[src/rtl/alu_sequencer_pkg.sv]
// rtl/alu_sequencer_pkg.sv - shared types, instruction field layout and FSM encoding for alu_sequencer
package alu_sequencer_pkg;

   localparam int REG_COUNT = 4;
   localparam int REG_AW    = 2;
   localparam int DATA_W    = 8;
   localparam int INSTR_W   = 16;
   localparam int SEL_W     = 3;

   localparam int CLS_LSB = 14;
   localparam int OP_LSB  = 11;
   localparam int RD_LSB  = 9;
   localparam int RS_LSB  = 0;

   typedef enum logic [1:0] {
      CLS_ALU_RR = 2'b00,
      CLS_ALU_RI = 2'b01,
      CLS_LOADI  = 2'b10,
      CLS_HALT   = 2'b11
   } instr_class_t;

   typedef enum logic [2:0] {
      S_IDLE      = 3'd0,
      S_FETCH     = 3'd1,
      S_DECODE    = 3'd2,
      S_EXECUTE   = 3'd3,
      S_WRITEBACK = 3'd4,
      S_HALTED    = 3'd5
   } state_t;

   function automatic instr_class_t instr_class(input logic [INSTR_W-1:0] instr);
      return instr_class_t'(instr[CLS_LSB +: 2]);
   endfunction

endpackage

[src/rtl/alu_sequencer_if.sv]
// rtl/alu_sequencer_if.sv - instruction fetch handshake and ALU operand/result bundle
interface alu_sequencer_if
   import alu_sequencer_pkg::*;
#(
   parameter int ADDR_W = 8
);
   logic                imem_req;
   logic [ADDR_W-1:0]   imem_addr;
   logic                imem_ack;
   logic [INSTR_W-1:0]  imem_rdata;
   logic [DATA_W-1:0]   alu_a;
   logic [DATA_W-1:0]   alu_b;
   logic [SEL_W-1:0]    alu_sel;
   logic [DATA_W-1:0]   alu_result;
   logic                alu_carry;

   modport master (
      output imem_req, imem_addr, alu_a, alu_b, alu_sel,
      input  imem_ack, imem_rdata, alu_result, alu_carry
   );

   modport slave (
      input  imem_req, imem_addr, alu_a, alu_b, alu_sel,
      output imem_ack, imem_rdata, alu_result, alu_carry
   );
endinterface

[src/rtl/alu_sequencer_regfile.sv]
// rtl/alu_sequencer_regfile.sv - 4x8 register file: one write port, two operand reads, one debug read
module seq_regfile
   import alu_sequencer_pkg::*;
(
   input  logic              clk,
   input  logic              rst,
   input  logic              we,
   input  logic [REG_AW-1:0] waddr,
   input  logic [DATA_W-1:0] wdata,
   input  logic [REG_AW-1:0] ra_addr,
   output logic [DATA_W-1:0] ra_data,
   input  logic [REG_AW-1:0] rb_addr,
   output logic [DATA_W-1:0] rb_data,
   input  logic [REG_AW-1:0] dbg_addr,
   output logic [DATA_W-1:0] dbg_data
);
   logic [DATA_W-1:0] regs [REG_COUNT];

   always_ff @(posedge clk or negedge rst) begin
      if (!rst) begin
         for (int i = 0; i < REG_COUNT; i++) regs[i] <= '0;
      end else if (we) begin
         regs[waddr] <= wdata;
      end
   end

   // Reads are combinational; the sequencer latches operands itself during DECODE.
   assign ra_data  = regs[ra_addr];
   assign rb_data  = regs[rb_addr];
   assign dbg_data = regs[dbg_addr];
endmodule

[src/rtl/alu_sequencer.sv]
// rtl/alu_sequencer.sv - fetch/decode/execute/writeback sequencer driving the 8-bit ALU datapath
module alu_sequencer
   import alu_sequencer_pkg::*;
#(
   parameter int ADDR_W   = 8,
   parameter int RESET_PC = 0
)(
   input  logic               clk,
   input  logic               rst,
   input  logic               start,
   alu_sequencer_if.master    bus,
   output logic               wb_en,
   output logic [DATA_W-1:0]  wb_data,
   output logic               busy,
   output logic               halted,
   output logic               carry_flag,
   input  logic [REG_AW-1:0]  dbg_sel,
   output logic [DATA_W-1:0]  dbg_data
);
   localparam logic [ADDR_W-1:0] PC_INIT = ADDR_W'(RESET_PC);

   state_t              state, state_nxt;
   logic [ADDR_W-1:0]   pc;
   logic [INSTR_W-1:0]  ir;
   logic [DATA_W-1:0]   op_a, op_b, res;
   logic [SEL_W-1:0]    op_sel;
   logic                cry;
   logic                fetch_req;
   instr_class_t        cls;
   logic [REG_AW-1:0]   rd, rs;
   logic [DATA_W-1:0]   imm, rd_val, rs_val;

   assign cls = instr_class(ir);
   assign rd  = ir[RD_LSB +: REG_AW];
   assign rs  = ir[RS_LSB +: REG_AW];
   assign imm = DATA_W'(ir);

   seq_regfile u_regfile (
      .clk      (clk),
      .rst      (rst),
      .we       (wb_en),
      .waddr    (rd),
      .wdata    (res),
      .ra_addr  (rd),
      .ra_data  (rd_val),
      .rb_addr  (rs),
      .rb_data  (rs_val),
      .dbg_addr (dbg_sel),
      .dbg_data (dbg_data)
   );

   always_ff @(posedge clk or negedge rst) begin
      if (!rst) state <= S_IDLE;
      else      state <= state_nxt;
   end

   always_comb begin
      state_nxt = state;
      fetch_req = 1'b0;
      busy      = 1'b0;
      halted    = 1'b0;
      wb_en     = 1'b0;
      case (state)
         S_IDLE: if (start) state_nxt = S_FETCH;
         S_FETCH: begin
            fetch_req = 1'b1;
            busy      = 1'b1;
            if (bus.imem_ack) state_nxt = S_DECODE;
         end
         S_DECODE: begin
            busy      = 1'b1;
            state_nxt = (cls == CLS_HALT) ? S_HALTED : S_EXECUTE;
         end
         S_EXECUTE: begin
            busy      = 1'b1;
            state_nxt = S_WRITEBACK;
         end
         S_WRITEBACK: begin
            busy      = 1'b1;
            wb_en     = 1'b1;
            state_nxt = S_FETCH;
         end
         S_HALTED: begin
            halted = 1'b1;
            if (start) state_nxt = S_FETCH;
         end
         default: state_nxt = S_IDLE;
      endcase
   end

   // PC only advances in WRITEBACK, so a HALT leaves it pointing at itself.
   always_ff @(posedge clk or negedge rst) begin
      if (!rst) begin
         pc         <= PC_INIT;
         ir         <= '0;
         op_a       <= '0;
         op_b       <= '0;
         op_sel     <= '0;
         res        <= '0;
         cry        <= 1'b0;
         carry_flag <= 1'b0;
      end else begin
         case (state)
            S_IDLE, S_HALTED: if (start) pc <= PC_INIT;
            S_FETCH: if (bus.imem_ack) ir <= bus.imem_rdata;
            S_DECODE: if (cls != CLS_HALT) begin
               op_a   <= rd_val;
               op_b   <= (cls == CLS_ALU_RR) ? rs_val : imm;
               op_sel <= ir[OP_LSB +: SEL_W];
            end
            S_EXECUTE: begin
               res <= (cls == CLS_LOADI) ? imm : bus.alu_result;
               cry <= bus.alu_carry;
            end
            S_WRITEBACK: begin
               if (cls != CLS_LOADI) carry_flag <= cry;
               pc <= pc + ADDR_W'(1);
            end
            default: ;
         endcase
      end
   end

   assign bus.imem_req  = fetch_req;
   assign bus.imem_addr = pc;
   assign bus.alu_a     = op_a;
   assign bus.alu_b     = op_b;
   assign bus.alu_sel   = op_sel;
   assign wb_data       = wb_en ? res : '0;
endmodule

[src/flat_wrapper.sv]
// flat-port wrapper written by rule: the top's interface ports become plain ports
module alu_sequencer_flat import alu_sequencer_pkg::*;
#(
   parameter int ADDR_W   = 8,
   parameter int RESET_PC = 0
)
  (clk, rst, start, wb_en, wb_data, busy, halted, carry_flag, dbg_sel, dbg_data, bus_imem_req, bus_imem_addr, bus_alu_a, bus_alu_b, bus_alu_sel, bus_imem_ack, bus_imem_rdata, bus_alu_result, bus_alu_carry);
  alu_sequencer_if #(.ADDR_W(ADDR_W)) bus_i ();
  input  logic clk;
  input  logic rst;
  input  logic start;
  output logic wb_en;
  output logic [DATA_W-1:0] wb_data;
  output logic busy;
  output logic halted;
  output logic carry_flag;
  input  logic [REG_AW-1:0] dbg_sel;
  output logic [DATA_W-1:0] dbg_data;
  output wire logic [$bits(bus_i.imem_req)-1:0] bus_imem_req;
  output wire logic [$bits(bus_i.imem_addr)-1:0] bus_imem_addr;
  output wire logic [$bits(bus_i.alu_a)-1:0] bus_alu_a;
  output wire logic [$bits(bus_i.alu_b)-1:0] bus_alu_b;
  output wire logic [$bits(bus_i.alu_sel)-1:0] bus_alu_sel;
  input wire logic [$bits(bus_i.imem_ack)-1:0] bus_imem_ack;
  input wire logic [$bits(bus_i.imem_rdata)-1:0] bus_imem_rdata;
  input wire logic [$bits(bus_i.alu_result)-1:0] bus_alu_result;
  input wire logic [$bits(bus_i.alu_carry)-1:0] bus_alu_carry;
  assign bus_imem_req = bus_i.imem_req;
  assign bus_imem_addr = bus_i.imem_addr;
  assign bus_alu_a = bus_i.alu_a;
  assign bus_alu_b = bus_i.alu_b;
  assign bus_alu_sel = bus_i.alu_sel;
  assign bus_i.imem_ack = bus_imem_ack;
  assign bus_i.imem_rdata = bus_imem_rdata;
  assign bus_i.alu_result = bus_alu_result;
  assign bus_i.alu_carry = bus_alu_carry;
  alu_sequencer #(.ADDR_W(ADDR_W), .RESET_PC(RESET_PC)) u_core (.clk(clk), .rst(rst), .start(start), .bus(bus_i), .wb_en(wb_en), .wb_data(wb_data), .busy(busy), .halted(halted), .carry_flag(carry_flag), .dbg_sel(dbg_sel), .dbg_data(dbg_data));
endmodule
[config.mk]
export PLATFORM = sky130hd
export DESIGN_NAME = alu_sequencer_flat
export DESIGN_NICKNAME = d
export VERILOG_FILES = /design/src/rtl/alu_sequencer_pkg.sv /design/src/rtl/alu_sequencer_if.sv /design/src/rtl/alu_sequencer_regfile.sv /design/src/rtl/alu_sequencer.sv /design/src/flat_wrapper.sv
export SDC_FILE = /design/constraint.sdc
export NUM_CORES = 1
export LEC_CHECK = 0
export BUFFER_PORTS_ARGS = -buffer_cell sky130_fd_sc_hd__buf_2
export CORE_MARGIN = 2
export CORE_UTILIZATION = 60
export DETAILED_ROUTE_END_ITERATION = 12
export PLACE_DENSITY = 0.88
export SYNTH_ARGS = -nofsm -noshare
export SYNTH_HDL_FRONTEND = slang
export SYNTH_HIERARCHICAL = 1
export SYNTH_SLANG_ARGS = --single-unit
[constraint.sdc]
create_clock -name clk -period 3.4 [get_ports clk]
set_input_delay 0.34 -clock clk [delete_from_list [all_inputs] [get_ports clk]]
set_output_delay 0.34 -clock clk [all_outputs]
set_load 0.05 [all_outputs]
==> metrics <==
R2R depth 4; total track usage 26.71%; critical path capture point type primary output; met1 Track Usage GR 34.26%; antenna violations before repair 0; Critical Path Start u_core/state[2]; Max Fclk 346.7 MHz; Reg area 2177 sq um; Worst slew margin 28.27%; syn avg cell area 13.76 sq um; max incr delay on CP 0.62 ns; post-DR vias/cell 6.214; # diodes 0; port bufs 77; EDFF count, synth 0; Fin Setup TNS 0 ns; most common cell after layout, fill and taps aside dfrtp_1; final net count 417; TritonCTS Buffers 9; Power Density 1050 nW/um^2; layout cells sized above 1 48.21%; #FFs+latches synth 87; H-tree depth 3; crit-path max FO 16; most used routing layer met2; Initial DRT Pass Iterations 4; DP Area 4733 sq um; Tcrit/Tclk final 84.84%; required time worst endpoint 3.06 ns; number of fill cells in the layout 465; total number of vias 3,020; die extent in y 88.33 um; slowest CP cell dfrtp_1; global-route wire length before repair 15,160 um; post-synth top area share 51.03%; Crit Path Category flop to primary output; Multi-input gate area 2007 sq um; CP top delay family buffers and inverters; Main synth FF type dfrtp_1; asr flop ratio synth 100.0%; synthesized area 4267 sq um; Critical R2R Launch u_core/state[2]; Buf/Inv on CP 3; CTS Buffer Depth 2; largest net degree at the start of global routing 88; total grt overflow 0; max-cap violation count 0; DR DRC count 0; die area 7801 sq um; crit path to wb_data[6]; Seq/Total Area, Yosys 51.03%; most frequent cells in the layout dfrtp_1 (87), buf_2 (76), mux2_2 (60), mux4_2 (24); width of the chip 88.33 um; synthesis warning total 6; status completed; Worst path depth 5; top post-synthesis cells by area dfrtp_1 (51%), mux2_2 (16%), mux4_2 (13%); Worst EP arrival 2.54 ns; RSZ-0062 raised after global routing false; core region area 6832 sq um; vias in the first global route 2,962; Initial Util 62.45%; Final Hold Fails 0; Ports 79; maximum vdd drop 475.2 uV; leading area contributor after synthesis dfrtp_1; Wirelength per Cell 20.27 um; worst hold path class input pin to async pin; clock-pin slew on the worst setup and hold paths 0.09 ns; Worst-Skew Late Latency 0.36 ns; Clock Sinks 87; Finished Cell Area 5012 sq um; post-CTS setup buffer count 0; layout overhead on the synthesized area 17.48%; # rows 30; met3 usage 8.489%; crit path time final 2.885 ns; Hold WS 0.1703 ns; r2r setup slk 0.79 ns; post_cts resized 0; GPL Wtd Cong 0.8873; FF-to-FF End u_core/u_regfile/regs[25]; Root Buffer clkbuf_8; 1st-iter DRT viols 223; placed wire-length estimate 6343 um; Final Max Tran Viols 0; Final ANT Viol Nets 0; CTS Hold Bufs 0; Critical Path Start Type flop; clk_skew 0.009336 ns; Final setup viols 0; met2 usage 43.34%; worst slew pin tran 1.076 ns; final wirelength 9852 um; unique cell type count in the Yosys netlist 39; P_leak 2.347 nW; CP cell instances or3b_1 -> inv_1 -> buf_4 -> and2_1 -> buf_2; syn_nets 342; Cells after Synth 310; CTS tree done
[logic make-up (layout without fill, tap and decap cells)]
group | Yosys count | after routing | synth area share [%]
compound gates | 43 | 43 | 5.895
xor+xnor | 2 | 2 | 0.4106
fa+ha+maj | 1 | 1 | 0.2932
buf+inv | 19 | 99 | 1.935
flops | 87 | 87 | 51.03
mux | 101 | 101 | 32.49
simple gates | 57 | 57 | 7.947
[layout make-up]
cell class	count	share of cell area, %
Sequential cell	87	43.43
Multi-Input combinational cell	204	40.04
Timing Repair Buffer	82	8.487
Clock buffer	11	3.020
Clock inverter	5	2.546
Tap cell	96	2.396
Inverter	1	0.07489
[worst reg2reg max path, cell delays in order (launching register included)]
cell and delay, ns:
dfrtp_1 0.62, or3b_1 0.56, inv_1 0.36, nor3b_4 0.56, mux2_2 0.41
[through the flow]
step	util (%)	total power, mW	cells	setup slack, ns
6_report	73.37	5.262	486	0.5154
5_1_grt	73.37	5.512	486	0.4177
4_1_cts	73.37	5.270	486	0.5354
3_5_place_dp	69.29	4.272	470	0.8583
3_3_place_gp	69.29	4.176	470	0.9136
2_1_floorplan	-	3.678	310	1.139
[state kept, by name (all words and copies together) (netlist names)]
register	cells
u_core/bus.alu_b	8
u_core/state	3
u_core/u_regfile/regs	32
u_core/bus.imem_addr	8
u_core/bus.alu_a	8
u_core/ir	15
u_core/carry_flag	1
u_core/cry	1
u_core/res	8
u_core/bus.alu_sel	3
[cells in the mapped netlist, types with 2 or more instances]
master / number
dfrtp_1: 87
mux2_2: 60
mux4_2: 24
mux2i_1: 17
nand2_1: 17
o21ai_0: 14
a21oi_1: 12
buf_2: 9
a31oi_1: 8
and2_1: 8
clkbuf_1: 5
nand3_1: 5
nor2_1: 5
buf_1: 4
o31ai_1: 4
nor3b_1: 3
nand3b_1: 2
nand3b_2: 2
nor2b_1: 2
or3_1: 2
or4_1: 2
[per-layer routing]
metal	vias to the layer above	share of wire, %
met5	-	0
met4	0	1.7
met3	18	7.5
met2	135	49
met1	1549	42
li1	1318	-
[power by group]
part | total [mW] | internal (mW) | switching (mW)
clock network | 0.967 | 0.602 | 0.365
registers | 2.00 | 1.45 | 0.549
logic | 2.29 | 0.966 | 1.33
[worst min-delay path by stage]
stage	from	end	depth (start not counted)	slack, ns
final	rst	u_core/res[4]	1	0.17
after global routing	bus_imem_rdata[2]	u_core/ir[2]	2	0.20
after CTS	bus_imem_rdata[11]	u_core/ir[11]	2	0.20
after detailed placement	u_core/bus.imem_addr[7]	u_core/bus.imem_addr[7]	1	0.47
after global placement	u_core/bus.imem_addr[7]	u_core/bus.imem_addr[7]	1	0.46
after floorplan	rst	u_core/bus.alu_a[0]	0	0.04
(Power assumes the default switching activity.)
